<file path="src/rtl/clic_hart_irq.sv">
// Core-side CLIC request receiver: filters arbiter offers by mode/enable/threshold/level,
// forwards one to the core, and keeps a bounded stack of preempted levels for nesting.
module clic_hart_irq #(
    parameter int N_SOURCE   = 256,
    parameter int PrioWidth  = 8,
    parameter int ModeWidth  = 2,
    parameter int NestDepth  = 4,
    parameter int SrcWidth   = $clog2(N_SOURCE),
    parameter int DepthWidth = $clog2(NestDepth + 1)
) (
    input  logic                  clk_i,
    input  logic                  rst_ni,
    input  logic                  irq_valid_i,
    output logic                  irq_ready_o,
    input  logic [SrcWidth-1:0]   irq_id_i,
    input  logic [PrioWidth-1:0]  irq_max_i,
    input  logic [ModeWidth-1:0]  irq_mode_i,
    input  logic [ModeWidth-1:0]  priv_mode_i,
    input  logic                  glob_ie_i,
    input  logic [PrioWidth-1:0]  thresh_i,
    output logic                  core_irq_req_o,
    output logic [SrcWidth-1:0]   core_irq_id_o,
    output logic [PrioWidth-1:0]  core_irq_level_o,
    output logic [ModeWidth-1:0]  core_irq_mode_o,
    input  logic                  core_irq_ack_i,
    input  logic                  mret_i,
    output logic [PrioWidth-1:0]  cur_level_o,
    output logic [DepthWidth-1:0] depth_o,
    output logic                  stack_full_o
);

    localparam int IdxWidth = (NestDepth > 1) ? $clog2(NestDepth) : 1;

    typedef enum logic [1:0] {
        IDLE,
        PEND,
        HOLD
    } state_t;

    state_t                state_q, state_d;
    logic [SrcWidth-1:0]   id_q;
    logic [PrioWidth-1:0]  level_q;
    logic [ModeWidth-1:0]  mode_q;
    logic [PrioWidth-1:0]  cur_level_q;
    logic [PrioWidth-1:0]  stack_q [NestDepth];
    logic [DepthWidth-1:0] depth_q;
    logic [DepthWidth-1:0] depth_m1;

    logic                  stack_full;
    logic [PrioWidth-1:0]  ceiling;
    logic                  elig;
    logic                  id_match;
    logic                  handshake;
    logic                  pop;

    assign stack_full = (depth_q == DepthWidth'(NestDepth));
    assign ceiling    = (cur_level_q > thresh_i) ? cur_level_q : thresh_i;
    assign elig       = irq_valid_i & ~stack_full &
                        ((irq_mode_i > priv_mode_i) |
                         ((irq_mode_i == priv_mode_i) & glob_ie_i & (irq_max_i > ceiling)));
    assign id_match   = (irq_id_i == id_q);
    // An mret in the same cycle as the ack wins; the handshake retries after the pop.
    assign handshake  = (state_q == PEND) & elig & id_match & core_irq_ack_i & ~mret_i;
    assign pop        = mret_i & (depth_q != '0);
    assign depth_m1   = depth_q - DepthWidth'(1);

    always_comb begin
        state_d = state_q;
        unique case (state_q)
            IDLE: if (elig) state_d = PEND;
            PEND: begin
                if (!elig || !id_match) state_d = IDLE;
                else if (handshake)     state_d = HOLD;
            end
            HOLD:    state_d = IDLE;
            default: state_d = IDLE;
        endcase
    end

    always_ff @(posedge clk_i) begin
        if (!rst_ni) begin
            state_q     <= IDLE;
            id_q        <= '0;
            level_q     <= '0;
            mode_q      <= '0;
            cur_level_q <= '0;
            depth_q     <= '0;
            for (int i = 0; i < NestDepth; i++) stack_q[i] <= '0;
        end else begin
            state_q <= state_d;
            if (state_q == IDLE && elig) begin
                id_q    <= irq_id_i;
                level_q <= irq_max_i;
                mode_q  <= irq_mode_i;
            end
            if (handshake) begin
                stack_q[depth_q[IdxWidth-1:0]] <= cur_level_q;
                depth_q                        <= depth_q + DepthWidth'(1);
                cur_level_q                    <= level_q;
            end else if (pop) begin
                cur_level_q <= stack_q[depth_m1[IdxWidth-1:0]];
                depth_q     <= depth_m1;
            end
        end
    end

    assign irq_ready_o      = handshake;
    assign core_irq_req_o   = (state_q == PEND);
    assign core_irq_id_o    = id_q;
    assign core_irq_level_o = level_q;
    assign core_irq_mode_o  = mode_q;
    assign cur_level_o      = cur_level_q;
    assign depth_o          = depth_q;
    assign stack_full_o     = stack_full;

endmodule
</file>
<file path="config.mk">
export PLATFORM = sky130hd
export DESIGN_NAME = clic_hart_irq
export DESIGN_NICKNAME = d
export VERILOG_FILES = /design/src/rtl/clic_hart_irq.sv
export SDC_FILE = /design/constraint.sdc
export NUM_CORES = 1
export LEC_CHECK = 0
export BUFFER_PORTS_ARGS = -buffer_cell sky130_fd_sc_hd__buf_2
export CAP_MARGIN = 20
export CORE_MARGIN = 2
export CORE_UTILIZATION = 25
export CTS_BUF_LIST = sky130_fd_sc_hd__clkbuf_16
export CTS_CLUSTER_SIZE = 14
export DETAILED_ROUTE_END_ITERATION = 8
export PLACE_DENSITY_LB_ADDON = 0.1
export SETUP_SLACK_MARGIN = 0.15
export SYNTH_ARGS = -nofsm -noshare
export SYNTH_HDL_FRONTEND = slang
export SYNTH_SLANG_ARGS = --single-unit
</file>
<file path="constraint.sdc">
create_clock -name clk_i -period 5.5 [get_ports clk_i]
set_input_delay 0 -clock clk_i [delete_from_list [all_inputs] [get_ports clk_i]]
set_output_delay 0 -clock clk_i [all_outputs]
set_load 0.005 [all_outputs]
</file>
* After elaboration in Yosys (flattened, before gate mapping)
Memory sizes are Yosys's and may differ from the RTL's. Index checks and enable logic that the tools add are counted.
Word-level totals: register bits 31, memory bits (writable) 32, input port bits 34, output and inout port bits 32, logic and storage cells 55, memories 1
Operators by class: add/sub/neg operators 2, magnitude comparators 3, eq/ne operators 6, mux-type cells 16, bitwise logic cells 12, reduce and logical (&&, ||, !) cells 9
Memory list:
- stack_q | depth 4, bits a word 8, read ports 1, clocked after memory_dff 0, wr ports 4, RTL line 45 | logic [PrioWidth-1:0] stack_q [NestDepth];
Operators by type and width (count):
- two-way mux 8 bit | 4
- > comparator 8 bit | 2
- AND 1 bit | 9
- == test 8 bit | 1
- two-way mux 2 bit | 4
- OR reduction 8 bit | 1
- two-way mux 3 bit | 2
- two-way mux 1 bit | 5
- case mux 2 bit (2 select lines) | 1
- adder 3 x 1 -> 3 bit, second input constant | 1
- == test 3 bit, second input constant | 1
- inequality test 3 x 2 -> 1 bit, second input constant | 1
- nonzero test 3 bit | 1
- subtractor 3 x 1 -> 3 bit, second input constant | 1
- == test 2 x 1 -> 1 bit, second input constant | 1
- == test 2 bit | 1
- > comparator 2 bit | 1
- zero test 1 bit | 2
- zero test 2 bit | 1
- inequality test 2 bit, second input constant | 1
- NOT 1 bit | 2
- AND reduction 2 bit | 1
- nonzero test 2 bit | 1
- logical AND 1 bit | 1
- other kinds (2) | 2

* Logic depth before layout (Yosys ltp)
Gate-level depths: netlist of the first run.
depth in word-level cells 15, gate-level depth with buffers 18, gate-level depth less buffers 16

* Least setup slack after synthesis of the first run
OpenSTA, ideal clock, no wires.
kind reg-to-reg, start register cur_level_q[1] (netlist: cur_level_o[1]), end memory stack_q[3][0] (enable), setup time 0.387 ns, data arrival time 4.010 ns, data required time 5.113 ns, slack 1.104 ns, cell stages (with the launch flop) 16, path buffers 2, period minus slack after synthesis 4.396 ns, cell sequence dfxtp_1 -> ha_1 -> nor2b_1 -> o21a_1 -> o21ai_0 -> a21oi_1 -> o22a_1 -> clkbuf_1 -> mux2_2 -> ha_1 -> nand4_1 -> o2111ai_1 -> a211oi_1 -> o2111ai_4 -> buf_2 -> o31ai_1
RTL lines:
- start: declaration | RTL line 44 | logic [PrioWidth-1:0] cur_level_q;
- start signal: assignment | RTL line 99 | cur_level_q <= level_q;
- start signal: assignment | RTL line 101 | cur_level_q <= stack_q[depth_m1[IdxWidth-1:0]];
- end: declaration | RTL line 45

==> flow_summary.toml, run 1 <==
[clocking]
htreeDepth = 3
cts_made_buffers = 9
post_cts_buffers = 0
ctsRootBufferMaster = "clkbuf_16"
clock-sinks = 63
cts_tree = "built"
clk_latency_ps = 330
ctsLongestPathBuffers = 2
clkTransAtPathRegs_ps = 60

[sta]
rsz0062_at_grt = "false"
fin_tns_setup_ps = 0
whs_ps = 118
post-route-period-util = 0.844
slew_headroom = 0.459
final-max-slew-violation-count = 0
worst_slack_ps = 859
worst_pin_slew_ps = 812
finClkSkew_ps = 7.98
fin_crit_ps = 4640
fmax_ghz = 0.215
finalHoldViolations = 0
setup-violations-final = 0

[global_routing]
grt.busiest_layer = "met2"
grt.total_usage = 0.136
use_met3 = 0.0278
grt_start_max_net_pins = 30
grt_pass1_wl_um = 15000
grt-ovfl-total = 0
grt_pass1_vias = 2727
met1_usage = 0.183
gr-usage-met2 = 0.213
antenna_found_initial = 0

[layout]
multi_input_area_sq_um = 1630
layout_common_cells = "buf_2 (65), nor2_1 (37), mux2i_1 (33)"
diodes = 0
layout.nets = 454
utilization = 0.335
n_fill_cell = 1367
drive_gt1_frac = 0.262
final_common_cell = "buf_2"
areaGrowthSynthToFinish_pct = 31.0
regArea_sq_um = 1580

[route]
drcViolationCount = 0
antenna_left = 0
via_count = 2660
viasPerCell = 4.59
routed_wl_um = 9300
detail_route.iter0.violations = 148
firstDrtPassIters = 4
wl_per_cell_um = 16.0

[logic_synthesis]
synth.yosys.warnings = 0
synthTopCellsByArea = "edfxtp_1 (28%), dfxtp_1 (18%), mux2i_1 (9.8%), ha_1 (7.8%), mux4_2 (5.3%)"
synth_flop_cell = "edfxtp_1"
ys_seq_area_frac = 0.467
synth-seq-cells = 63
avgSynthCellArea_sq_um = 10.9
synth_top_area_cell = "edfxtp_1"
synth_edf_count = 32
synth_cells = 310
ys_types = 44
synth_fp_nets = 365
yosysTopAreaCellShare = 0.284
syn_area_sq_um = 3380
synthArstFlopShare = 0

[critical_path]
cp_max_fo = 29
worst_path_most_repeated_cell = "ha_1"
cp_cell_sequence = "ha_1, nor2b_1, o21a_1, o21ai_0, a21oi_1, o22a_1, mux2_2, ha_1, nand4_1, o2111ai_1, a211oi_1, o2111ai_4, o31ai_1, buf_4"
worstPathArrival_ps = 4680
critPathMaxStageDelay_ps = 580
critPathCaptureType = "flip-flop"
slowest_stage = "o31ai_1"
reg2reg_slack_ps = 860
start_kind = "flip-flop"
required_ps = 5540
worst-setup-path-type = "flip-flop to flip-flop"

[placed_design]
portBuffers = 65
gp_congestion = 0.797
hpwl_um = 7050
preCtsSetupSlack_ps = 867

[power_and_ir_drop]
vdd_drop_max_v = 0.000147
power_uw = 1800
powerDensity_nw_per_um2 = 406
cellLeakagePower_uw = 0.00191

[min_path]
hold_class = "input port to flip-flop"

[floorplan]
io-pin-count = 66
core-area_sq_um = 13200
start_util = 0.256
die_area_sq_um = 14500
die_x_um = 120
dieHeight_um = 120
core.rowCount = 42

[status]
run_status = "complete, no violations"

[run]
drv_cap = 0
## report_power, final
part           internal, uW  switching (uW)
Clock                   402             230
Sequential              541            53.2
Combinational           258             316
Total                  1200             600
## logic make-up after synthesis
kind of cell	synth area share
buf+inv	0.0510
compound gates	0.0835
fa+ha+maj	0.0776
mux	0.154
xor+xnor	0.0207
simple gates	0.146
flops	0.467
## Yosys cell counts (2+ instances only)
cell      count
mux4_2        8
xnor2_1       2
a211oi_1      7
mux2i_1      33
nor3_1       12
o21ai_0       7
xor2_1        6
nor2_1       37
clkbuf_1      8
o31ai_1       2
nand2b_1      2
and3_1        2
a22oi_1       2
buf_2         3
o21a_1        2
ha_1         21
edfxtp_1     32
a21oi_1      14
nor2b_1       6
o211ai_1      3
buf_6         2
nand2_1       7
inv_1        22
clkinv_1      2
nor4_1       12
nand4_1       4
dfxtp_1      31
nand3_1       5
## through the flow
| step | std cells | cell area [sq um] |
|---|---|---|
| global route | 580 | 4430 |
| floorplan | 310 | 3380 |
| finish | 580 | 4430 |
| CTS | 580 | 4430 |
| global placement | 545 | 3920 |
| detailed placement | 546 | 3930 |
## path summary, 6_finish.rpt
| check | startpoint | to | depth (start not counted) |
|---|---|---|---|
| worst max register to register | cur_level_o[1]$_SDFFE_PN0P_ | stack_q[0][3]$_SDFFCE_PN0P_ | 14 |
| worst min register to register | core_irq_mode_o[0]$_SDFFE_PN0P_ | core_irq_mode_o[0]$_SDFFE_PN0P_ | 2 |
| worst min-delay path | rst_ni | stack_q[3][2]$_DFFE_PP_ | 2 |
| worst max-delay path | cur_level_o[1]$_SDFFE_PN0P_ | stack_q[0][3]$_SDFFCE_PN0P_ | 14 |
## layer usage
metal	vias to the layer above	share of wire	routed length (um)
met3	12	0.039	359
li1	1322	-	-
met2	59	0.45	4220
met5	-	0	0
met4	0	0.017	157
met1	1267	0.49	4560
## worst max-delay path: cells and delay by family, from the launching register on
kind	cells	cell delay [ps]
AOI/OAI and AO/OA	8	2540
DFF	1	350
adders and majority gates	2	580
buffers and inverters	1	250
and+or+nand+nor	2	230
muxes	1	390
## flip-flops by register name (all words and copies together), names as in the netlist
signal,cells
depth_o,3
core_irq_mode_o,2
state_q,2
stack_q,32
cur_level_o,8
core_irq_level_o,8
core_irq_id_o,8
## final cells by class
type,count,share of cell area
clock inverters,7,0.0231
well taps,176,0.0497
repair buffers,93,0.131
flip-flops and latches,63,0.357
inverters,25,0.0212
clock buffers,9,0.0508
multi-input cells,207,0.368
## what timing repair did
action	in CTS	in global routing
hold buffers	18	0
endpoints found under the hold margin	18	0
gates resized for setup	0	0
Power figures use the tool's default switching activity.
==> run 2: changes to the inputs <==
Clock period 5.5 ns to 3.73 ns, I/O delays scaled along.
==> run 2 against run 1 <==
Against the previous run: wire length rose by 5.7%; hold slack got worse by 15 ps; largest cell class unchanged; first-iteration DRC count is 16% lower; critical path type unchanged; sequential power up 46%; via count up 4.3%; die area is the same; critical path depth up 2.
==> flow_summary.toml, run 2 (synthesis results as in run 1) <==
[sta]
slew_headroom = 0.599
worst_pin_slew_ps = 598
whs_ps = 103
setup-violations-final = 0
post-route-period-util = 0.947
fin_tns_setup_ps = 0
fmax_ghz = 0.283
rsz0062_at_grt = "true"
finalHoldViolations = 0
fin_crit_ps = 3530
final-max-slew-violation-count = 0
finClkSkew_ps = 7.92

[clocking]
clock-sinks = 63
ctsRootBufferMaster = "clkbuf_16"
cts_made_buffers = 9
clk_latency_ps = 340
ctsLongestPathBuffers = 2
htreeDepth = 3
clkTransAtPathRegs_ps = 60
cts_tree = "built"

[layout]
final_common_cell = "buf_2"
layout.nets = 474
diodes = 0
largest_register_ffs = 32
regMostFlops = "stack_q"
drive_gt1_frac = 0.394
layout_common_cells = "buf_2 (64), mux2i_1 (32), edfxtp_1 (32)"
areaGrowthSynthToFinish_pct = 46.2

[critical_path]
endpoint = "stack_q[0][1]$_SDFFCE_PN0P_"
worst-path-buf-inv = 3
cp_top_family = "compound AO/OA/AOI/OAI gates"
worst_path_most_repeated_cell = "buf_6"
slowest_stage = "dfxtp_2"
worstPathArrival_ps = 3580
reg2regPathDepth = 16
worst-path-stages = 16
critPathCaptureType = "flip-flop"
start_kind = "flip-flop"
cp_max_fo = 9
required_ps = 3780
worst-setup-path-type = "flip-flop to flip-flop"
crit_start = "cur_level_o[1]$_SDFFE_PN0P_"
reg2reg_to = "stack_q[0][1]$_SDFFCE_PN0P_"
cp_cell_sequence = "ha_4, nor2b_4, o21a_1, o21ai_1, a21oi_1, o22a_1, buf_6, mux2i_1, ha_1, nand4_1, o2111ai_2, a211oi_2, o2111ai_4, buf_12, o31ai_4, buf_6"
reg2reg_slack_ps = 200
critPathMaxStageDelay_ps = 350
reg2reg_from = "cur_level_o[1]$_SDFFE_PN0P_"

[run]
drv_cap = 0

[floorplan]
dieHeight_um = 120
io-pin-count = 66
core-area_sq_um = 13200
start_util = 0.256
die_area_sq_um = 14500
core.rowCount = 42
die_x_um = 120

[placed_design]
gp_congestion = 0.757
hpwl_um = 7100
portBuffers = 65

[route]
detail_route.iter0.violations = 124
wl_per_cell_um = 16.4
via_count = 2775
antenna_left = 0
drcViolationCount = 0
routed_wl_um = 9830
viasPerCell = 4.63
firstDrtPassIters = 4

[power_and_ir_drop]
cellLeakagePower_uw = 0.00208
powerDensity_nw_per_um2 = 547
vdd_drop_max_v = 0.000235

[global_routing]
grt_start_max_net_pins = 31
grt.total_usage = 0.139
grt_pass1_wl_um = 15100
grt_pass1_vias = 2715
grt-ovfl-total = 0
antenna_found_initial = 0

[min_path]
hold_class = "input port to flip-flop"

[status]
run_status = "complete, no violations"
==> run 2: layout make-up <==
| type | count | area, sq um |
|---|---|---|
| flip-flops and latches | 63 | 1580 |
| well taps | 176 | 220 |
| multi-input cells | 207 | 1930 |
| repair buffers | 113 | 831 |
| fillers | 1330 | 8290 |
| inverters | 25 | 101 |
| clock buffers | 9 | 225 |
| clock inverters | 7 | 57.6 |
==> run 2: power by group <==
group	internal (uW)	leakage, uW	total [uW]	switching, uW
registers	799	0.000583	866	66.3
clock network	506	0.000147	814	308
logic	444	0.00135	1030	582
==> run 2: metrics by stage <==
stage,util,worst slack [ps],std cells,total power [uW],instance area (sq um)
after floorplan,-,161,310,1480,3450
after global placement,0.308,206,559,1820,4080
after detailed placement,0.308,133,559,1820,4080
after CTS,0.344,137,593,2670,4550
after global routing,0.374,-81.5,600,2880,4950
final,0.374,198,600,2710,4950
==> run 2: timing repair <==
item | CTS | global route
buffers inserted | 0 | 5
pin swaps | 0 | 14
gates cloned | 0 | 2
gates resized for setup | 3 | 65
hold endpoints to repair | 18 | 0
setup endpoints to repair | 14 | 77
hold buffers | 18 | 0
==> run 2: worst min-delay path by stage <==
stage                  start                               to  slack, ps  cells after the start
2_1_floorplan    irq_id_i[0]    core_irq_id_o[0]$_SDFFE_PN0P_        140                      2
5_1_grt               mret_i          depth_o[2]$_SDFFE_PN0P_        150                      4
4_1_cts               mret_i          depth_o[2]$_SDFFE_PN0P_        100                      4
6_report              mret_i          depth_o[2]$_SDFFE_PN0P_        100                      4
3_3_place_gp     irq_id_i[2]    core_irq_id_o[2]$_SDFFE_PN0P_        250                      3
3_5_place_dp   irq_mode_i[0]  core_irq_mode_o[0]$_SDFFE_PN0P_        260                      3
==> run 2: worst reg2reg max path: cells and delay by family (launching register included) <==
family,cells,cell delay (ps)
compound gates,8,1450
fa+ha+maj,2,520
buf+inv,3,510
flops,1,350
mux,1,120
simple gates,2,280
==> run 2: per-layer routing <==
| metal | vias up | part of all wire | track usage |
|---|---|---|---|
| met1 | 1345 | 0.48 | 0.187 |
| li1 | 1370 | - | - |
| met4 | 0 | 0.021 | 0.0676 |
| met3 | 13 | 0.036 | 0.0283 |
| met5 | - | 0 | 0 |
| met2 | 47 | 0.47 | 0.214 |
